$ cat src/rtl/rotate_req_pipe.sv
// Back-pressurable rotate unit: a request FIFO feeds an external combinational
// circular shifter, and the shifter result is captured into a registered output stage.
module rotate_req_pipe #(
    parameter int DEPTH = 4,
    parameter int CNT_W = $clog2(DEPTH + 2)
) (
    input  logic             clk,
    input  logic             rst_n,
    input  logic             req_valid,
    output logic             req_ready,
    input  logic [31:0]      req_data,
    input  logic [4:0]       req_amt,
    input  logic             req_dir,
    output logic [31:0]      rot_in_data,
    output logic [4:0]       rot_shift_amt,
    output logic             rot_dir,
    input  logic [31:0]      rot_out_data,
    output logic             rsp_valid,
    input  logic             rsp_ready,
    output logic [31:0]      rsp_data,
    output logic [CNT_W-1:0] occupancy
);
    localparam int PTR_W = $clog2(DEPTH);
    localparam int ENT_W = 38;

    logic [ENT_W-1:0] mem_q [DEPTH];
    logic [PTR_W-1:0] wr_ptr_q, wr_ptr_d;
    logic [PTR_W-1:0] rd_ptr_q, rd_ptr_d;
    logic [CNT_W-1:0] count_q, count_d;
    logic             rsp_valid_q, rsp_valid_d;
    logic [31:0]      rsp_data_q, rsp_data_d;
    logic             full, nonempty, push, load;
    logic [ENT_W-1:0] head;

    always_comb begin
        full     = (count_q == CNT_W'(DEPTH));
        nonempty = (count_q != '0);
        // Gating with rst_n keeps the input closed for the whole reset window.
        req_ready = rst_n && !full;
        push     = req_valid && req_ready;
        load     = nonempty && (!rsp_valid_q || rsp_ready);
        head     = nonempty ? mem_q[rd_ptr_q] : '0;
    end

    assign rot_dir       = head[37];
    assign rot_shift_amt = head[36:32];
    assign rot_in_data   = head[31:0];

    always_comb begin
        wr_ptr_d    = push ? wr_ptr_q + PTR_W'(1) : wr_ptr_q;
        rd_ptr_d    = load ? rd_ptr_q + PTR_W'(1) : rd_ptr_q;
        count_d     = count_q;
        rsp_valid_d = rsp_valid_q;
        rsp_data_d  = rsp_data_q;
        case ({push, load})
            2'b10:   count_d = count_q + CNT_W'(1);
            2'b01:   count_d = count_q - CNT_W'(1);
            default: count_d = count_q;
        endcase
        if (load) begin
            rsp_valid_d = 1'b1;
            rsp_data_d  = rot_out_data;
        end else if (rsp_ready) begin
            rsp_valid_d = 1'b0;
        end
    end

    always_ff @(posedge clk or negedge rst_n) begin
        if (!rst_n) begin
            wr_ptr_q    <= '0;
            rd_ptr_q    <= '0;
            count_q     <= '0;
            rsp_valid_q <= 1'b0;
            rsp_data_q  <= '0;
        end else begin
            wr_ptr_q    <= wr_ptr_d;
            rd_ptr_q    <= rd_ptr_d;
            count_q     <= count_d;
            rsp_valid_q <= rsp_valid_d;
            rsp_data_q  <= rsp_data_d;
        end
    end

    // Storage is plain data; validity is tracked entirely by the pointers and count.
    always_ff @(posedge clk) begin
        if (push) begin
            mem_q[wr_ptr_q] <= {req_dir, req_amt, req_data};
        end
    end

    assign rsp_valid = rsp_valid_q;
    assign rsp_data  = rsp_data_q;
    assign occupancy = count_q + CNT_W'(rsp_valid_q);
endmodule

$ cat config.mk
export PLATFORM = sky130hd
export DESIGN_NAME = rotate_req_pipe
export DESIGN_NICKNAME = d
export VERILOG_FILES = /design/src/rtl/rotate_req_pipe.sv
export SDC_FILE = /design/constraint.sdc
export NUM_CORES = 1
export LEC_CHECK = 0
export ABC_AREA = 1
export CORE_ASPECT_RATIO = 1.25
export CORE_MARGIN = 2
export CORE_UTILIZATION = 53
export CTS_CLUSTER_DIAMETER = 60
export DETAILED_ROUTE_END_ITERATION = 8
export GPL_ROUTABILITY_DRIVEN = 1
export PLACE_DENSITY = 0.84
export SLEW_MARGIN = 20
export SYNTH_ARGS = -nofsm -noshare
export SYNTH_HDL_FRONTEND = slang
export SYNTH_SLANG_ARGS = --single-unit
$ cat constraint.sdc
create_clock -name clk -period 3.8 [get_ports clk]
set_input_delay 0.38 -clock clk [delete_from_list [all_inputs] [get_ports clk]]
set_output_delay 0.38 -clock clk [all_outputs]
set_load 0.1 [all_outputs]
==> summary.txt, run 1 <==
Finish
  • Layout Cells excl Fill: 1,162
  • Post-route cell area: 10,300 um2
  • # diodes: 0
  • Share of layout cells above drive strength 1: 0.0954
  • Nets@finish: 1,023
  • Fillers: 1,088
  • Area grow syn2layout: 25.9%

Placed design
  • Pre-CTS setup slack: 991 ps
  • Placed Area: 9800 um2
  • PortBufs: 148
  • Routability cong.: 0.786
  • Placed insts: 1,130
  • HPWL Detailed: 10.8 mm

Routing
  • Wirelength per Cell: 14.9 um
  • Initial detailed-routing violation count: 299
  • Post-route DRC: 0
  • Drt pass-1 iters: 5
  • Antenna Nets Post-Route: 0
  • Total Routed Length: 17.3 mm
  • Via density: 4.90
  • DR vias: 5,697

Clocking
  • Post-CTS setup buffers: 0
  • CTS root buf: clkbuf_16
  • # hold bufs at CTS: 0
  • Skew-Pair Late Insertion Delay: 410 ps
  • CTS tree: built
  • Clk slew on worst S/H paths: 70 ps
  • Post_cts resized: 0
  • H-tree depth: 4
  • CTS Buf Count: 17
  • Clock buffer depth: 2
  • CTS Sinks: 192

Run
  • Max-cap violation count: 0

Timing
  • Worst Tran Pin Value: 1020 ps
  • Final setup viols: 0
  • Worst slew margin: 0.315
  • Max-slew violations: 0
  • Final hold vios: 0
  • Crit path time final: 2820 ps
  • Setup TNS Final: 0 ps
  • RSZ-0062 raised after global routing: false
  • Maximum clock frequency: 355 MHz
  • Clk_skew: 9.47 ps
  • Period utilisation layout: 0.742
  • Final worst setup slack: 981 ps

Die
  • Die area: 16,500 um2
  • Die X: 115 um
  • Core Area: 15,100 um2
  • Cell Rows: 50
  • Die Y: 143 um
  • Initial Util: 0.545
  • Ports: 149

GRT
  • Initial antenna violation count: 0
  • First-pass GRT wire length: 28.0 mm
  • GR Util All Layers: 0.222
  • Global route total overflow: 0
  • Pin count of the biggest net entering global routing: 79
  • Number of global-route vias before repair: 5,889

Worst setup path
  • Critical path fanouts, max: 3
  • Critical path arrival: 2440 ps
  • Critical Path Sink Type: primary output
  • Setup CP Type: reg2out
  • Req. time, crit path: 3420 ps
  • Crit start category: flop

Synthesis
  • Syn. warnings: 0
  • Synth Net Count: 882
  • Syn Inst Count: 800
  • Distinct cells, synth: 21
  • Post-Synthesis Cell Area: 8220 um2
  • Syn avg cell area: 10.3 um2
  • Share of the yosys chip area belonging to registers: 0.677
  • Yosys reg bits: 192

Run status
  • Status: finished, final reports clean

Min path
  • Hold crit path type: in2async
cell usage after synthesis:
library cell	number	share of area
nand2_1	262	0.12
inv_1	165	0.075
edfxtp_1	152	0.56
nand3_1	80	0.049
dfrtp_1	40	0.12
a21oi_1	38	0.023
buf_2	14	0.0085
buf_6	10	0.014
clkbuf_1	8	0.0037
ha_1	7	0.011
buf_4	4	0.0037
inv_2	4	0.0018
nor2_1	4	0.0018
nand4_1	3	0.0023
o21ai_0	2	0.0012
xnor2_1	2	0.0021
and2_1	1	0.00076
fa_1	1	0.0024
nand2_4	1	0.0014
nand3_2	1	0.0012
xor2_1	1	0.0011
sequential cells by signal, indices dropped and copies added (netlist names):
name / flops
mem_q: 152
rsp_data: 32
count_q: 3
rd_ptr_q: 2
wr_ptr_q: 2
rsp_valid: 1
layout make-up:
type,instances,area (um2),area share
Clock buffer,22,475,0.0459
Clock inverter,10,75.1,0.00725
Inverter,169,634,0.0613
Multi-Input combinational cell,403,1810,0.175
Sequential cell,192,5570,0.538
Tap cell,208,260,0.0251
Timing Repair Buffer,158,1530,0.148
layer usage:
metal / up-vias / routed length [um] / GRT usage
met4: 0 / 259 / 0.0691
li1: 2786 / - / -
met3: 21 / 1420 / 0.0637
met1: 2655 / 6680 / 0.253
met2: 235 / 9000 / 0.400
met5: - / 0 / 0
cell families (layout without fill, tap and decap cells):
family / Yosys count / after routing / synth area share
compound gates: 40 / 40 / 0.0243
fa+ha+maj: 8 / 8 / 0.0131
buf+inv: 205 / 359 / 0.107
xor+xnor: 3 / 3 / 0.00320
simple gates: 352 / 352 / 0.176
flops: 192 / 192 / 0.677
through the flow:
step | hold slack (ps) | utilization
final | 52.1 | 0.686
after floorplan | 84.4 | -
after detailed placement | 465 | 0.650
after global placement | 464 | 0.650
after CTS | 53.8 | 0.686
after global routing | 90.0 | 0.686
critical path, stage by stage, from the launching register on:
cell	delay [ps]
dfrtp_1	400
ha_1	200
ha_1	280
clkdlybuf4s50_1	1140
cells in the final DEF (no fill, tap or decap), drive strengths merged, types with 7 or more instances in the layout:
| cell type | n |
|---|---|
| edfxtp | 152 |
| nand2 | 263 |
| a21oi | 38 |
| nand3 | 81 |
| clkbuf | 22 |
| ha | 7 |
| clkdlybuf4s50 | 107 |
| inv | 174 |
| buf | 51 |
| dfrtp | 40 |
path summary, 6_finish.rpt:
kind,slack [ps],cells after the start,end,start
max in group asynchronous,3360,2,rd_ptr_q[1]$_DFFE_PN0P_,rst_n
worst min register to register,480,2,rsp_data[25]$_DFFE_PN0P_,rsp_data[25]$_DFFE_PN0P_
worst min-delay path,50,2,rsp_data[23]$_DFFE_PN0P_,rst_n
worst max-delay path,980,3,occupancy[1],rsp_valid$_DFFE_PN0P_
worst max register to register,1360,11,count_q[2]$_DFFE_PN0P_,count_q[0]$_DFFE_PN0P_
min in group clk,480,2,rsp_data[25]$_DFFE_PN0P_,rsp_data[25]$_DFFE_PN0P_
Power of run 1 is left out: the tool's default activity adds up to more than one toggle a clock period on the data nets, which glitch-free logic cannot reach.
==> run 2, diff against run 1 <==
- clock period: 3.8 -> 2.9 ns (I/O delays scaled with it)
==> run 2 against run 1 <==
Compared with the run above: cell count is 0.60% higher; global-route usage is 0.42 points higher; design area is 4.2% higher; critical path depth is 3 higher; routed wire length is 1.5% higher; via count is 0.97% higher; core utilization is 2.9 points higher; first-iteration DRC count is 2.7% higher; count of clock-buffer cells in the layout is 4 lower; flip-flop and latch count stayed put; sequential share of layout area is 2.2 points lower; clock skew is 4.3 ps higher.
==> summary.txt, run 2 (synthesis results as in run 1) <==
Run status
  • Status: finished, final reports clean

Worst setup path
  • Crit-path cells: inv_2 > buf_4 > nand2_1 > nand3_1 > a21oi_1 > buf_12
  • Crit start category: flop
  • Worst path buffer plus inverter count: 3
  • Req. time, crit path: 2610 ps
  • Worst path max stage delay: 630 ps
  • Critical path fanouts, max: 51
  • CP top delay family: buffers and inverters
  • Critical path arrival: 2370 ps
  • Slowest CP cell: dfrtp_2
  • Reg2reg path depth: 11
  • Setup CP Type: reg2out
  • Critical Path Sink Type: primary output
  • Crit path depth: 6

Die
  • Die X: 115 um
  • Core Area: 15,100 um2
  • Die Y: 143 um
  • Die area: 16,500 um2
  • Cell Rows: 50
  • Initial Util: 0.545
  • Ports: 149

Min path
  • Hold depth: 3
  • Hold crit path type: in2reg

Finish
  • # diodes: 0
  • Largest reg by FF count: mem_q
  • Most frequent cells in the layout: 262 x nand2_1, 165 x inv_1, 152 x edfxtp_1
  • Layout Cells excl Fill: 1,169
  • Nets@finish: 1,030
  • Largest register FFs: 152
  • Share of layout cells above drive strength 1: 0.140
  • Commonest non-fill, non-tap cell in the layout: nand2_1
  • Area grow syn2layout: 31.2%

Clocking
  • Skew-Pair Late Insertion Delay: 420 ps
  • CTS Buf Count: 17
  • Clock buffer depth: 2
  • CTS tree: built
  • H-tree depth: 4
  • Clk slew on worst S/H paths: 70 ps
  • CTS root buf: clkbuf_16
  • CTS Sinks: 192

Routing
  • Drt pass-1 iters: 4
  • Post-route DRC: 0
  • Wirelength per Cell: 15.1 um
  • Antenna Nets Post-Route: 0
  • Via density: 4.92
  • Total Routed Length: 17.6 mm
  • Initial detailed-routing violation count: 307
  • DR vias: 5,752

Timing
  • Max-slew violations: 0
  • Final setup viols: 0
  • Final hold vios: 0
  • Clk_skew: 13.8 ps
  • Worst Tran Pin Value: 652 ps
  • Crit path time final: 2660 ps
  • Period utilisation layout: 0.919
  • Worst slew margin: 0.564
  • RSZ-0062 raised after global routing: false
  • Maximum clock frequency: 375 MHz
  • Setup TNS Final: 0 ps

GRT
  • Met2 GRT Util: 0.397
  • Pin count of the biggest net entering global routing: 59
  • Most Crowded Layer GR: met2
  • GR Util All Layers: 0.227
  • Global route total overflow: 0
  • Met1 global-route usage: 0.262
  • M3 GR Usage: 0.0666
  • Number of global-route vias before repair: 5,978
  • First-pass GRT wire length: 28.5 mm
  • Initial antenna violation count: 0

Run
  • Max-cap violation count: 0

Placed design
  • Routability cong.: 0.719
  • HPWL Detailed: 11.1 mm
  • PortBufs: 148
  • Placed insts: 1,136
run 2: cell types whose count changed in the layout (fill, tap and decap cells not counted), moves of 2 or more:
cell	previous run	this run
clkinvlp_4	0	2
clkdlybuf4s50_1	107	72
buf_4	44	49
inv_6	3	5
buf_12	6	42
clkbuf_1	3	1
run 2: layer usage:
layer  share of wire  vias up
met5               0        -
met4           0.020        0
met3           0.072       30
met2            0.53      234
met1            0.38     2691
li1                -     2797
run 2: worst reg2reg max path: stages, from the launching register on:
cell     delay, ps
dfrtp_1        410
inv_1          140
nand3_1        160
nand3_1        100
buf_4          200
ha_1           180
inv_1           60
fa_1           380
nand2_1        100
nand3_1         80
nand2_1         70
nand2_1         50
run 2: what timing repair did:
item                      4_1_cts  5_1_grt
setup buffers                   0        0
hold endpoints to repair       40        0
hold buffers                    1        0
resized for setup               0        0
run 2: area by class of cell:
class	count	area (um2)
Clock buffer	18	429
Sequential cell	192	5570
Tap cell	208	260
Timing Repair Buffer	165	1940
Clock inverter	14	133
Fill cell	1021	4290
Inverter	169	634
Multi-Input combinational cell	403	1820
run 2: final timing paths:
check / start / endpoint / slack (ps)
worst min-delay path: rot_out_data[6] / rsp_data[6]$_DFFE_PN0P_ / 400
min in group asynchronous: rst_n / rsp_data[22]$_DFFE_PN0P_ / 490
worst max-delay path: rd_ptr_q[0]$_DFFE_PN0P_ / rot_in_data[31] / 240
max in group asynchronous: rst_n / rd_ptr_q[1]$_DFFE_PN0P_ / 2020
worst min register to register: rsp_data[15]$_DFFE_PN0P_ / rsp_data[15]$_DFFE_PN0P_ / 480
worst max register to register: count_q[0]$_DFFE_PN0P_ / count_q[2]$_DFFE_PN0P_ / 840
run 2: stage by stage:
stage / worst slack, ps / utilization / hold slack, ps / instance area (um2)
6_report: 235 / 0.715 / 401 / 10800
5_1_grt: 71.0 / 0.715 / 387 / 10800
2_1_floorplan: 51.8 / - / -5.59 / 8230
3_5_place_dp: 675 / 0.677 / 409 / 10200
4_1_cts: 221 / 0.715 / 390 / 10800
3_3_place_gp: 761 / 0.677 / 404 / 10200
Power of run 2 is left out for the same reason.
==> run 3, diff against run 2 <==
- SKIP_CTS_REPAIR_TIMING: not set -> 1
- SKIP_LAST_GASP: not set -> 1
- clock period: 2.9 -> 2.55 ns (I/O delays scaled with it)
==> run 3 against run 2 <==
Compared with the run above: via count fell by 0.57%; flip-flop and latch count did not move; global-route usage fell by 0.71 points; worst setup slack got worse by 12 ps; sequential share of layout area fell by 0.99 points; design area rose by 1.9%; clock skew fell by 2.9 ps; first-iteration DRC count rose by 27%; critical path depth did not move; cell count barely moved; routed wire length fell by 2.7%.
==> summary.txt, run 3 (synthesis results as in run 1) <==
Timing
  • Worst Tran Pin Value: 566 ps
  • RSZ-0062 raised after global routing: false
  • Clk_skew: 10.9 ps
  • Crit path time final: 2330 ps
  • Final setup viols: 0
  • Hold_ws: 360 ps
  • Period utilisation layout: 0.913
  • Final hold vios: 0
  • Maximum clock frequency: 430 MHz
  • Max-slew violations: 0
  • Worst slew margin: 0.623

Worst setup path
  • Crit-path cells: inv_2 > buf_4 > nand2_1 > nand3_1 > a21oi_2 > buf_12
  • CP top delay family: buffers and inverters
  • Worst path max stage delay: 410 ps
  • Req. time, crit path: 2300 ps
  • Slowest CP cell: dfrtp_2
  • Critical Path Sink Type: primary output
  • Critical path arrival: 2070 ps
  • Crit path depth: 6
  • Worst path buffer plus inverter count: 3
  • Setup CP Type: reg2out
  • Crit start category: flop
  • Critical path fanouts, max: 25
  • Reg2reg path depth: 10

Min path
  • Hold crit path type: in2reg
  • Hold depth: 3

GRT
  • Most Crowded Layer GR: met2
  • M3 GR Usage: 0.0641
  • Pin count of the biggest net entering global routing: 55
  • Met2 GRT Util: 0.393
  • Number of global-route vias before repair: 5,677
  • First-pass GRT wire length: 27.3 mm
  • GR Util All Layers: 0.219
  • Global route total overflow: 0
  • Met1 global-route usage: 0.244
  • Initial antenna violation count: 0

Clocking
  • Clk slew on worst S/H paths: 70 ps
  • CTS Sinks: 192
  • CTS root buf: clkbuf_16
  • CTS tree: built
  • CTS Buf Count: 17
  • Clock buffer depth: 2
  • Skew-Pair Late Insertion Delay: 420 ps
  • H-tree depth: 4

Run status
  • Status: finished, final reports clean

Finish
  • Final Core Density: 0.729
  • # diodes: 0
  • Largest register FFs: 152
  • Nets@finish: 1,031
  • Commonest non-fill, non-tap cell in the layout: nand2_1
  • Share of layout cells above drive strength 1: 0.181
  • Most frequent cells in the layout: 262 x nand2_1, 165 x inv_1, 152 x edfxtp_1
  • Largest reg by FF count: mem_q
  • Area grow syn2layout: 33.7%

Routing
  • Wirelength per Cell: 14.6 um
  • Antenna Nets Post-Route: 0
  • Total Routed Length: 17.1 mm
  • Initial detailed-routing violation count: 389
  • DR vias: 5,719
  • Post-route DRC: 0
  • Via density: 4.89
  • Drt pass-1 iters: 4

Die
  • Ports: 149
  • Initial Util: 0.545
  • Die X: 115 um
  • Core Area: 15,100 um2
  • Die area: 16,500 um2
  • Cell Rows: 50
  • Die Y: 143 um

Placed design
  • PortBufs: 148
  • Routability cong.: 0.759
  • HPWL Detailed: 10.9 mm

Run
  • Max-cap violation count: 0
[run 3: per-layer routing]
metal | share of wire | vias up
met5 | 0 | -
met3 | 0.070 | 23
met4 | 0.015 | 0
met1 | 0.37 | 2685
li1 | - | 2807
met2 | 0.55 | 204
[run 3: layout make-up]
cell class	instances	area (um2)
Sequential cell	192	5570
Fill cell	955	4080
Multi-Input combinational cell	403	1960
Timing Repair Buffer	166	1980
Tap cell	208	260
Clock buffer	18	429
Inverter	169	634
Clock inverter	14	168
[run 3: worst paths after layout]
check                                         start                        to  slack (ps)
max                         rd_ptr_q[0]$_DFFE_PN0P_           rot_in_data[28]         220
min                                rot_out_data[31]  rsp_data[31]$_DFFE_PN0P_         360
max reg2reg                  count_q[0]$_DFFE_PN0P_    count_q[2]$_DFFE_PN0P_         690
min reg2reg                rsp_data[31]$_DFFE_PN0P_  rsp_data[31]$_DFFE_PN0P_         490
max in group asynchronous                     rst_n   rd_ptr_q[1]$_DFFE_PN0P_        1720
min in group asynchronous                     rst_n  rsp_data[31]$_DFFE_PN0P_         450
[run 3: metrics by stage]
stage | instances | TNS [ps] | worst slack [ps] | cell area, um2
6_report | 1170 | 0 | 223 | 11000
5_1_grt | 1170 | 0 | 87.6 | 11000
4_1_cts | 1169 | 0 | 202 | 11000
3_5_place_dp | 1137 | 0 | 573 | 10400
3_3_place_gp | 1137 | 0 | 595 | 10400
2_1_floorplan | 800 | -45330 | -298 | 8370
[run 3: worst min-delay path, delay by kind of cell]
kind	cells	cell delay (ps)
buffers and inverters	1	390
AND/OR/NAND/NOR	2	100
Power of run 3 is left out for the same reason.
